## src/rtl/imem_loader.sv

```systemverilog
// Instruction SRAM writer: unpacks a length-prefixed big-endian byte stream into
// 32-bit SRAM writes and holds the CPU until the image is complete.
//
// Ports:
//   clk, reset_n (async, active low)
//   start          pulse, begins a load from IDLE/DONE/ERR
//   in_data/in_valid/in_ready  byte stream, transfer = in_valid & in_ready
//   mem_cs/mem_oe/mem_we/mem_addr/mem_din  SRAM write port
//   cpu_hold       holds the pipeline until DONE
//   done/err       load outcome levels
//   words_written  words committed this load
//
// Optional build macro: IMEM_LOADER_CKSUM_EN adds a trailing 32-bit
// modular-sum checksum word that must match the data words.

module imem_loader #(
  parameter logic [31:0] BASE_ADDR = 32'h0,
  parameter logic [31:0] ADDR_STEP = 32'd4,
  parameter int unsigned MAX_WORDS = 1024
) (
  input  logic        clk,
  input  logic        reset_n,
  input  logic        start,
  input  logic [7:0]  in_data,
  input  logic        in_valid,
  output logic        in_ready,
  output logic        mem_cs,
  output logic        mem_oe,
  output logic        mem_we,
  output logic [31:0] mem_addr,
  output logic [31:0] mem_din,
  output logic        cpu_hold,
  output logic        done,
  output logic        err,
  output logic [31:0] words_written
);

  localparam logic [31:0] MAX_W = 32'(MAX_WORDS);

  typedef enum logic [2:0] {
    S_IDLE,
    S_LEN,
    S_DATA,
    S_WRITE,
    S_CKSUM,
    S_DONE,
    S_ERR
  } state_t;

  state_t      state_q, state_d;
  logic [1:0]  cnt_q, cnt_d;
  logic [31:0] hdr_q, hdr_d;
  logic [31:0] len_q, len_d;
  logic [31:0] din_q, din_d;
  logic [31:0] addr_q, addr_d;
  logic [31:0] words_q, words_d;

  logic        xfer;
  logic [31:0] hdr_nxt;
  logic [31:0] words_inc;
  logic        last_byte;

`ifdef IMEM_LOADER_CKSUM_EN
  logic [31:0] sum_q, sum_d;
`endif

  assign in_ready  = (state_q == S_LEN) |
                     (state_q == S_DATA) |
                     (state_q == S_CKSUM);
  assign xfer      = in_valid & in_ready;
  assign hdr_nxt   = {hdr_q[23:0], in_data};
  assign words_inc = words_q + 32'd1;
  assign last_byte = (cnt_q == 2'd3);

  always_comb begin
    state_d = state_q;
    cnt_d   = cnt_q;
    hdr_d   = hdr_q;
    len_d   = len_q;
    din_d   = din_q;
    addr_d  = addr_q;
    words_d = words_q;
`ifdef IMEM_LOADER_CKSUM_EN
    sum_d   = sum_q;
`endif
    unique case (state_q)
      S_IDLE, S_DONE, S_ERR: begin
        if (start) begin
          state_d = S_LEN;
          cnt_d   = 2'd0;
          hdr_d   = 32'd0;
          words_d = 32'd0;
          addr_d  = BASE_ADDR;
`ifdef IMEM_LOADER_CKSUM_EN
          sum_d   = 32'd0;
`endif
        end
      end
      S_LEN: begin
        if (xfer) begin
          cnt_d = cnt_q + 2'd1;
          hdr_d = hdr_nxt;
          if (last_byte) begin
            len_d = hdr_nxt;
            if (hdr_nxt == 32'd0) begin
`ifdef IMEM_LOADER_CKSUM_EN
              state_d = S_CKSUM;
`else
              state_d = S_DONE;
`endif
            end else if (hdr_nxt > MAX_W) begin
              state_d = S_ERR;
            end else begin
              state_d = S_DATA;
            end
          end
        end
      end
      S_DATA: begin
        if (xfer) begin
          cnt_d = cnt_q + 2'd1;
          din_d = {din_q[23:0], in_data};
          if (last_byte) begin
            state_d = S_WRITE;
          end
        end
      end
      S_WRITE: begin
        words_d = words_inc;
        addr_d  = addr_q + ADDR_STEP;
`ifdef IMEM_LOADER_CKSUM_EN
        sum_d   = sum_q + din_q;
`endif
        if (words_inc == len_q) begin
`ifdef IMEM_LOADER_CKSUM_EN
          state_d = S_CKSUM;
`else
          state_d = S_DONE;
`endif
        end else begin
          state_d = S_DATA;
        end
      end
      S_CKSUM: begin
`ifdef IMEM_LOADER_CKSUM_EN
        if (xfer) begin
          cnt_d = cnt_q + 2'd1;
          hdr_d = hdr_nxt;
          if (last_byte) begin
            state_d = (hdr_nxt == sum_q) ? S_DONE : S_ERR;
          end
        end
`else
        state_d = S_IDLE;
`endif
      end
      default: state_d = S_IDLE;
    endcase
  end

  always_ff @(posedge clk or negedge reset_n) begin
    if (!reset_n) begin
      state_q <= S_IDLE;
      cnt_q   <= 2'd0;
      hdr_q   <= 32'd0;
      len_q   <= 32'd0;
      din_q   <= 32'd0;
      addr_q  <= BASE_ADDR;
      words_q <= 32'd0;
    end else begin
      state_q <= state_d;
      cnt_q   <= cnt_d;
      hdr_q   <= hdr_d;
      len_q   <= len_d;
      din_q   <= din_d;
      addr_q  <= addr_d;
      words_q <= words_d;
    end
  end

`ifdef IMEM_LOADER_CKSUM_EN
  always_ff @(posedge clk or negedge reset_n) begin
    if (!reset_n) begin
      sum_q <= 32'd0;
    end else begin
      sum_q <= sum_d;
    end
  end
`endif

  assign mem_cs        = (state_q == S_WRITE);
  assign mem_we        = (state_q == S_WRITE);
  assign mem_oe        = 1'b0;
  assign mem_addr      = addr_q;
  assign mem_din       = din_q;
  assign cpu_hold      = (state_q != S_DONE);
  assign done          = (state_q == S_DONE);
  assign err           = (state_q == S_ERR);
  assign words_written = words_q;

endmodule

```

## config.mk

```make
export PLATFORM = sky130hd
export DESIGN_NAME = imem_loader
export DESIGN_NICKNAME = d
export VERILOG_FILES = /design/src/rtl/imem_loader.sv
export SDC_FILE = /design/constraint.sdc
export NUM_CORES = 1
export LEC_CHECK = 0
export CAP_MARGIN = 20
export CORE_MARGIN = 3
export CORE_UTILIZATION = 59
export CTS_CLUSTER_DIAMETER = 150
export DETAILED_ROUTE_END_ITERATION = 8
export GPL_TIMING_DRIVEN = 0
export PLACE_DENSITY = 0.95
export SKIP_CTS_REPAIR_TIMING = 1
export SYNTH_ARGS = -nofsm -noshare
export SYNTH_HDL_FRONTEND = slang
export SYNTH_SLANG_ARGS = --single-unit
```

## constraint.sdc

```tcl
create_clock -name clk -period 8.1 [get_ports clk]
set_input_delay 0.81 -clock clk [delete_from_list [all_inputs] [get_ports clk]]
set_output_delay 0.81 -clock clk [all_outputs]
set_load 0.03 [all_outputs]
```

==> Yosys cells after proc, flatten, opt, wreduce, memory -nomap -nowiden <==
Index checks and enable logic that the tools add are counted.
{ "op_classes": {"add_sub_neg": 3, "order_cmp": 1, "eq_ne": 15, "n_mux": 17, "bitwise": 3, "reduce_logical": 13} }
{ "op_table": {"columns": ["operator", "count"], "rows": [
  ["$pmux W32 S2", 2],
  ["$pmux W24 S2", 1],
  ["$add A32 B1 Y32 const B", 1],
  ["$add A32 B3 Y32 const B", 1],
  ["$eq A32 B32 Y1", 1],
  ["$gt A32 B11 Y1 const B", 1],
  ["$logic_not A32 Y1", 1],
  ["$mux W32", 1],
  ["$mux W24", 1],
  ["$mux W3", 8],
  ["$pmux W3 S4", 1],
  ["$ne A2 B2 Y1 const B", 5],
  ["$eq A3 B3 Y1 const B", 3],
  ["$reduce_and A3 Y1", 3],
  ["$eq A3 B2 Y1 const B", 2],
  ["$reduce_bool A2 Y1", 3],
  ["$reduce_and A5 Y1", 1],
  ["$mux W2", 2],
  ["$pmux W2 S2", 1],
  ["$reduce_and A2 Y1", 2],
  ["$eq A3 B1 Y1 const B", 1],
  ["$logic_not A3 Y1", 1],
  ["$ne A3 B3 Y1 const B", 1],
  ["$reduce_or A3 Y1", 1],
  ["6 further kinds", 7]
]} }
{ "word_totals": {"regBits": 157, "inputBits": 12, "elab_cells": 59} }

==> Depth between registers and ports, before layout <==
{ "depth": {"word_depth": 6, "ltp_mapped": 11, "ltp_nobuf": 9} }

==> Least setup slack after synthesis <==
OpenSTA, ideal clock, no wires.
{ "synth_timing": {"path_kind": "register to register", "startpoint": "register words_q[4] (netlist: words_written[4])", "endpoint": "register state_q[1]", "t_arrival_ns": 3.235, "slack_ns": 4.732, "path_stages_with_launch": 11, "path_buffers": 2, "cell_sequence": "dfrtp_1 -> buf_2 -> nand2_2 -> or3_1 -> clkbuf_1 -> or3_1 -> xnor2_1 -> or4_1 -> or4_4 -> nor4_4 -> a21oi_1"} }
{ "synth_between": {"elab_chain_cells": 4} }
{ "synth_rtl": {"columns": ["item", "line", "text"], "rows": [
  ["start: declaration", "56", "logic [31:0] words_q, words_d;"],
  ["start signal: assignment", "177", "words_q <= words_d;"],
  ["$add A32 B1 Y32", "72", "assign words_inc = words_q + 32'd1;"],
  ["$eq A32 B32 Y1", "134", "if (words_inc == len_q) begin"],
  ["$mux W3", "134", null],
  ["$pmux W3 S4", "86", "unique case (state_q)"],
  ["end signal: assignment", "171", "state_q <= state_d;"],
  ["end: declaration", "50", "state_t state_q, state_d;"]
]} }
No other way between the ends.
A chain may end at the register's enable or synchronous reset.

==> Worst setup path after layout <==
{ "layout_timing": {"startpoint": "register state_q[0]", "endpoint": "output port in_ready"} }
{ "layout_between": {"elab_chain_cells": 3, "elab_cells_between_ends": 5, "cone_classes": "eq/ne: 3; bitwise: 2"} }
{ "layout_rtl": {"columns": ["item", "line", "text"], "rows": [
  ["$eq A3 B1 Y1 or $eq A3 B2 Y1 (tied branches)", "67, 68", null],
  ["$or A1 B1 Y1", "67", "assign in_ready = (state_q == S_LEN) |"],
  ["$or A1 B1 Y1 *", "68", "(state_q == S_DATA) |"],
  ["end: declaration", "26", "output logic in_ready,"]
]} }
Every way passes the cells marked *; elsewhere a longest branch is shown, timed or not.

==> flow_metrics.tcl <==
set metrics [dict create \
    yosys-top-cells-area "dfrtp_1 (49%), mux2_2 (9.0%), nand2_1 (5.9%), o21ai_0 (5.1%), xnor2_1 (4.1%)" \
    seq_area_um2 3880 \
    initial_utilization_pct 61.8 \
    cts_tree "yes" \
    leakage_nw 4.27 \
    final_nets 971 \
    r2r-end "state_q[1]$_DFFE_PN0P_" \
    finClkSkew_ps 10.8 \
    r2r-start "words_written[6]$_DFFE_PN0P_" \
    die_x_um 122 \
    root_buffer "clkbuf_16" \
    placed_cells 1109 \
    min_period_over_period_pct 54.9 \
    synth-compound-area-share_pct 10.8 \
    reg2reg_depth 9 \
    drc 0 \
    die_area_um2 15000 \
    clkLatencyLatePin_ps 440 \
    seq_area_frac_synth_pct 48.6 \
    cp_common_cell "clkbuf_1" \
    crit_fanout 10 \
    synth_area_per_cell_um2 9.71 \
    powerDensity_nw_per_um2 338 \
    synth_fa_ha_area_share_pct 0.470 \
    relSlewSlack_pct 27.1 \
    grt_pass1_wl_mm 36.0 \
    synth-xor-area-share_pct 5.70 \
    ios 115 \
    grt_pass1_vias 6888 \
    synth_edf_count 0 \
    synthToLayoutAreaGrowth_pct 24.2 \
    power_mw 3.35 \
    viasPerCell 6.32 \
    ir_drop_mv 0.317 \
    multi_input_area_um2 3850 \
    grt_max_degree 104 \
    yosys.cell_types.count 59 \
    grt.overflow.total 0 \
    setup_violations 0 \
    synth_flop_cell "dfrtp_1" \
    synth_area_leader_cell "dfrtp_1" \
    fmax_mhz 225 \
    synthesis.area_um2 7990 \
    setup-tns-final_ps 0 \
    n_antenna_cell 0 \
    status "finished clean" \
    finalWorstSetupSlack_ps 3660 \
    r2r_slack_ps 4370 \
    wl_mm 22.4 \
    synth-simple-area-share_pct 21.1 \
    drive_gt1_share_pct 12.3 \
    io_buffers 111 \
    wl_per_cell_um 19.7 \
    fp-row-count 41 \
    critPathMaxStageDelay_ps 930 \
    final-hold-violation-count 0 \
    clk_pin_slew_ps 60 \
    cp_data_arrival_time_ps 3630 \
    synth_top_family_by_area "simple AND/OR/NAND/NOR gates" \
    cts_sinks 155 \
    place_hpwl_mm 15.3 \
    core_area_um2 12900 \
    path_class "flip-flop to output port" \
    synth_top_area_share_pct 48.6 \
    report.final.slew_viol_count 0 \
    rsz0062_at_grt "no" \
    via_count 7206 \
    ys_ff_latch 155 \
    grt_usage_pct 31.0 \
    cts_buffers 17 \
    hold_path.class "input port to asynchronous set/reset pin" \
    crit_required_ps 7290 \
    layout.cells.non_filler 1140 \
    cap_violations 0 \
    antenna_found_initial 0 \
    cts.htree.levels 4 \
    clockBufferDepth 2 \
    end_kind "output port" \
    post-place-ws_ps 4330 \
    die_h_um 122 \
    drt_first_pass_iters 6 \
    n_fill_cell 873 \
    worstSetupStartpointType "flip-flop" \
    async_reset_ff_share_pct 100 \
    cp_slowest_cell "nor3b_1" \
    gp_congestion 0.975 \
    dr.first_iter.drc_count 880 \
    ant_nets 0 \
    yosys_warnings 0 \
    tightest_slew_ps 1090 \
    layout_min_cycle_time_ps 4440 \
    path_cells "clkbuf_1, nor3b_1, clkbuf_1, o21bai_1, clkdlybuf4s50_1" \
    synth.area.mux_share_pct 10.0 \
    netlist_instances 823 \
]
## per-stage QoR
step / cell area (um2) / utilization [%] / hold slack [ps]
global route: 9920 / 76.7 / 348
floorplan: 8000 / - / 454
global placement: 9320 / 72.1 / 472
finish: 9920 / 76.7 / 309
CTS: 9920 / 76.7 / 334
detailed placement: 9350 / 72.3 / 485
## worst max-delay path: cells and delay by family, from the launching register on
kind,cells,cell delay (ps)
AO/OA/AOI/OAI,1,200
buffers and inverters,3,1610
flip-flops,1,460
AND/OR/NAND/NOR,1,930
## layer usage
metal	vias to the layer above	track usage, %	share of wire (%)
met4	0	12.7	2.7
met5	-	0	0
met3	64	7.19	10
met1	3460	42.3	39
li1	3212	-	-
met2	470	48.0	47
## state kept, by name, summed over array words and instances, names as in the netlist
signal	count
cnt_q	2
hdr_q	24
len_q	32
mem_addr	30
mem_din	32
state_q	3
words_written	32
## cells by family (layout without fill, tap and decap cells)
family          count (synthesis)  count (layout)
simple gates                  330             330
buf+inv                        60             203
fa+ha+maj                       3               3
other cells                     1               3
mux                            72              72
flops                         155             155
xor+xnor                       52              52
compound gates                150             150
## power by group
group	switching [mW]	internal, mW	total [mW]	leakage, nW
registers	0.191	0.965	1.16	2.07
logic	0.860	0.568	1.43	1.93
clock network	0.328	0.441	0.769	0.271
total	1.38	1.97	3.35	4.27
## final cells by class
type                    instances  share of cell area (%)
multi-input cells             610                    38.8
flip-flops and latches        155                    39.1
inverters                       5                   0.189
plain buffers                  55                    2.48
repair buffers                112                    11.5
clock inverters                11                    1.14
well taps                     172                    2.17
clock buffers                  20                    4.60
## worst max-delay path by stage
stage                     depth (start not counted)                    startpoint                       to  slack, ps
after global routing                              5        state_q[0]$_DFFE_PN0P_                 in_ready       3560
after global placement                            1                       reset_n  mem_din[29]$_DFFE_PN0P_        100
after CTS                                         5        state_q[0]$_DFFE_PN0P_                 in_ready       3750
after floorplan                                  10  words_written[4]$_DFFE_PN0P_   state_q[1]$_DFFE_PN0P_       4730
after detailed placement                          5        state_q[0]$_DFFE_PN0P_                 in_ready       4330
final                                             5        state_q[0]$_DFFE_PN0P_                 in_ready       3660
## cell usage after synthesis, drive strengths merged (3+ instances only)
cell / n
a21oi: 22
a22oi: 3
a31oi: 11
and2: 13
and3: 12
and4: 7
buf: 11
clkbuf: 44
dfrtp: 155
ha: 3
inv: 5
mux2: 64
mux2i: 8
nand2: 126
nand2b: 4
nand3: 58
nand3b: 6
nand4: 17
nor2: 36
nor2b: 5
nor3: 11
nor3b: 3
nor4: 17
o21ai: 83
o31ai: 12
o41ai: 4
or2: 3
or3: 3
or4: 5
xnor2: 37
xor2: 15
## placed cells by master (no fill, tap or decap), types with 6 or more instances in the layout
| cell type | count |
|---|---|
| clkbuf_1 | 45 |
| dfrtp_1 | 155 |
| o31ai_1 | 12 |
| clkdlybuf4s50_1 | 110 |
| nand3b_1 | 6 |
| and3_1 | 12 |
| xor2_1 | 15 |
| a21oi_1 | 22 |
| o21ai_0 | 82 |
| xnor2_1 | 37 |
| nor4_1 | 14 |
| buf_4 | 6 |
| and4_1 | 7 |
| mux2_2 | 64 |
| nand3_1 | 56 |
| and2_1 | 11 |
| clkbuf_16 | 17 |
| nand4_1 | 17 |
| a31oi_1 | 11 |
| nor3_1 | 11 |
| nand2_1 | 125 |
| nor2_1 | 35 |
| mux2i_1 | 8 |
Note: power is estimated with default switching activity, not from simulation.
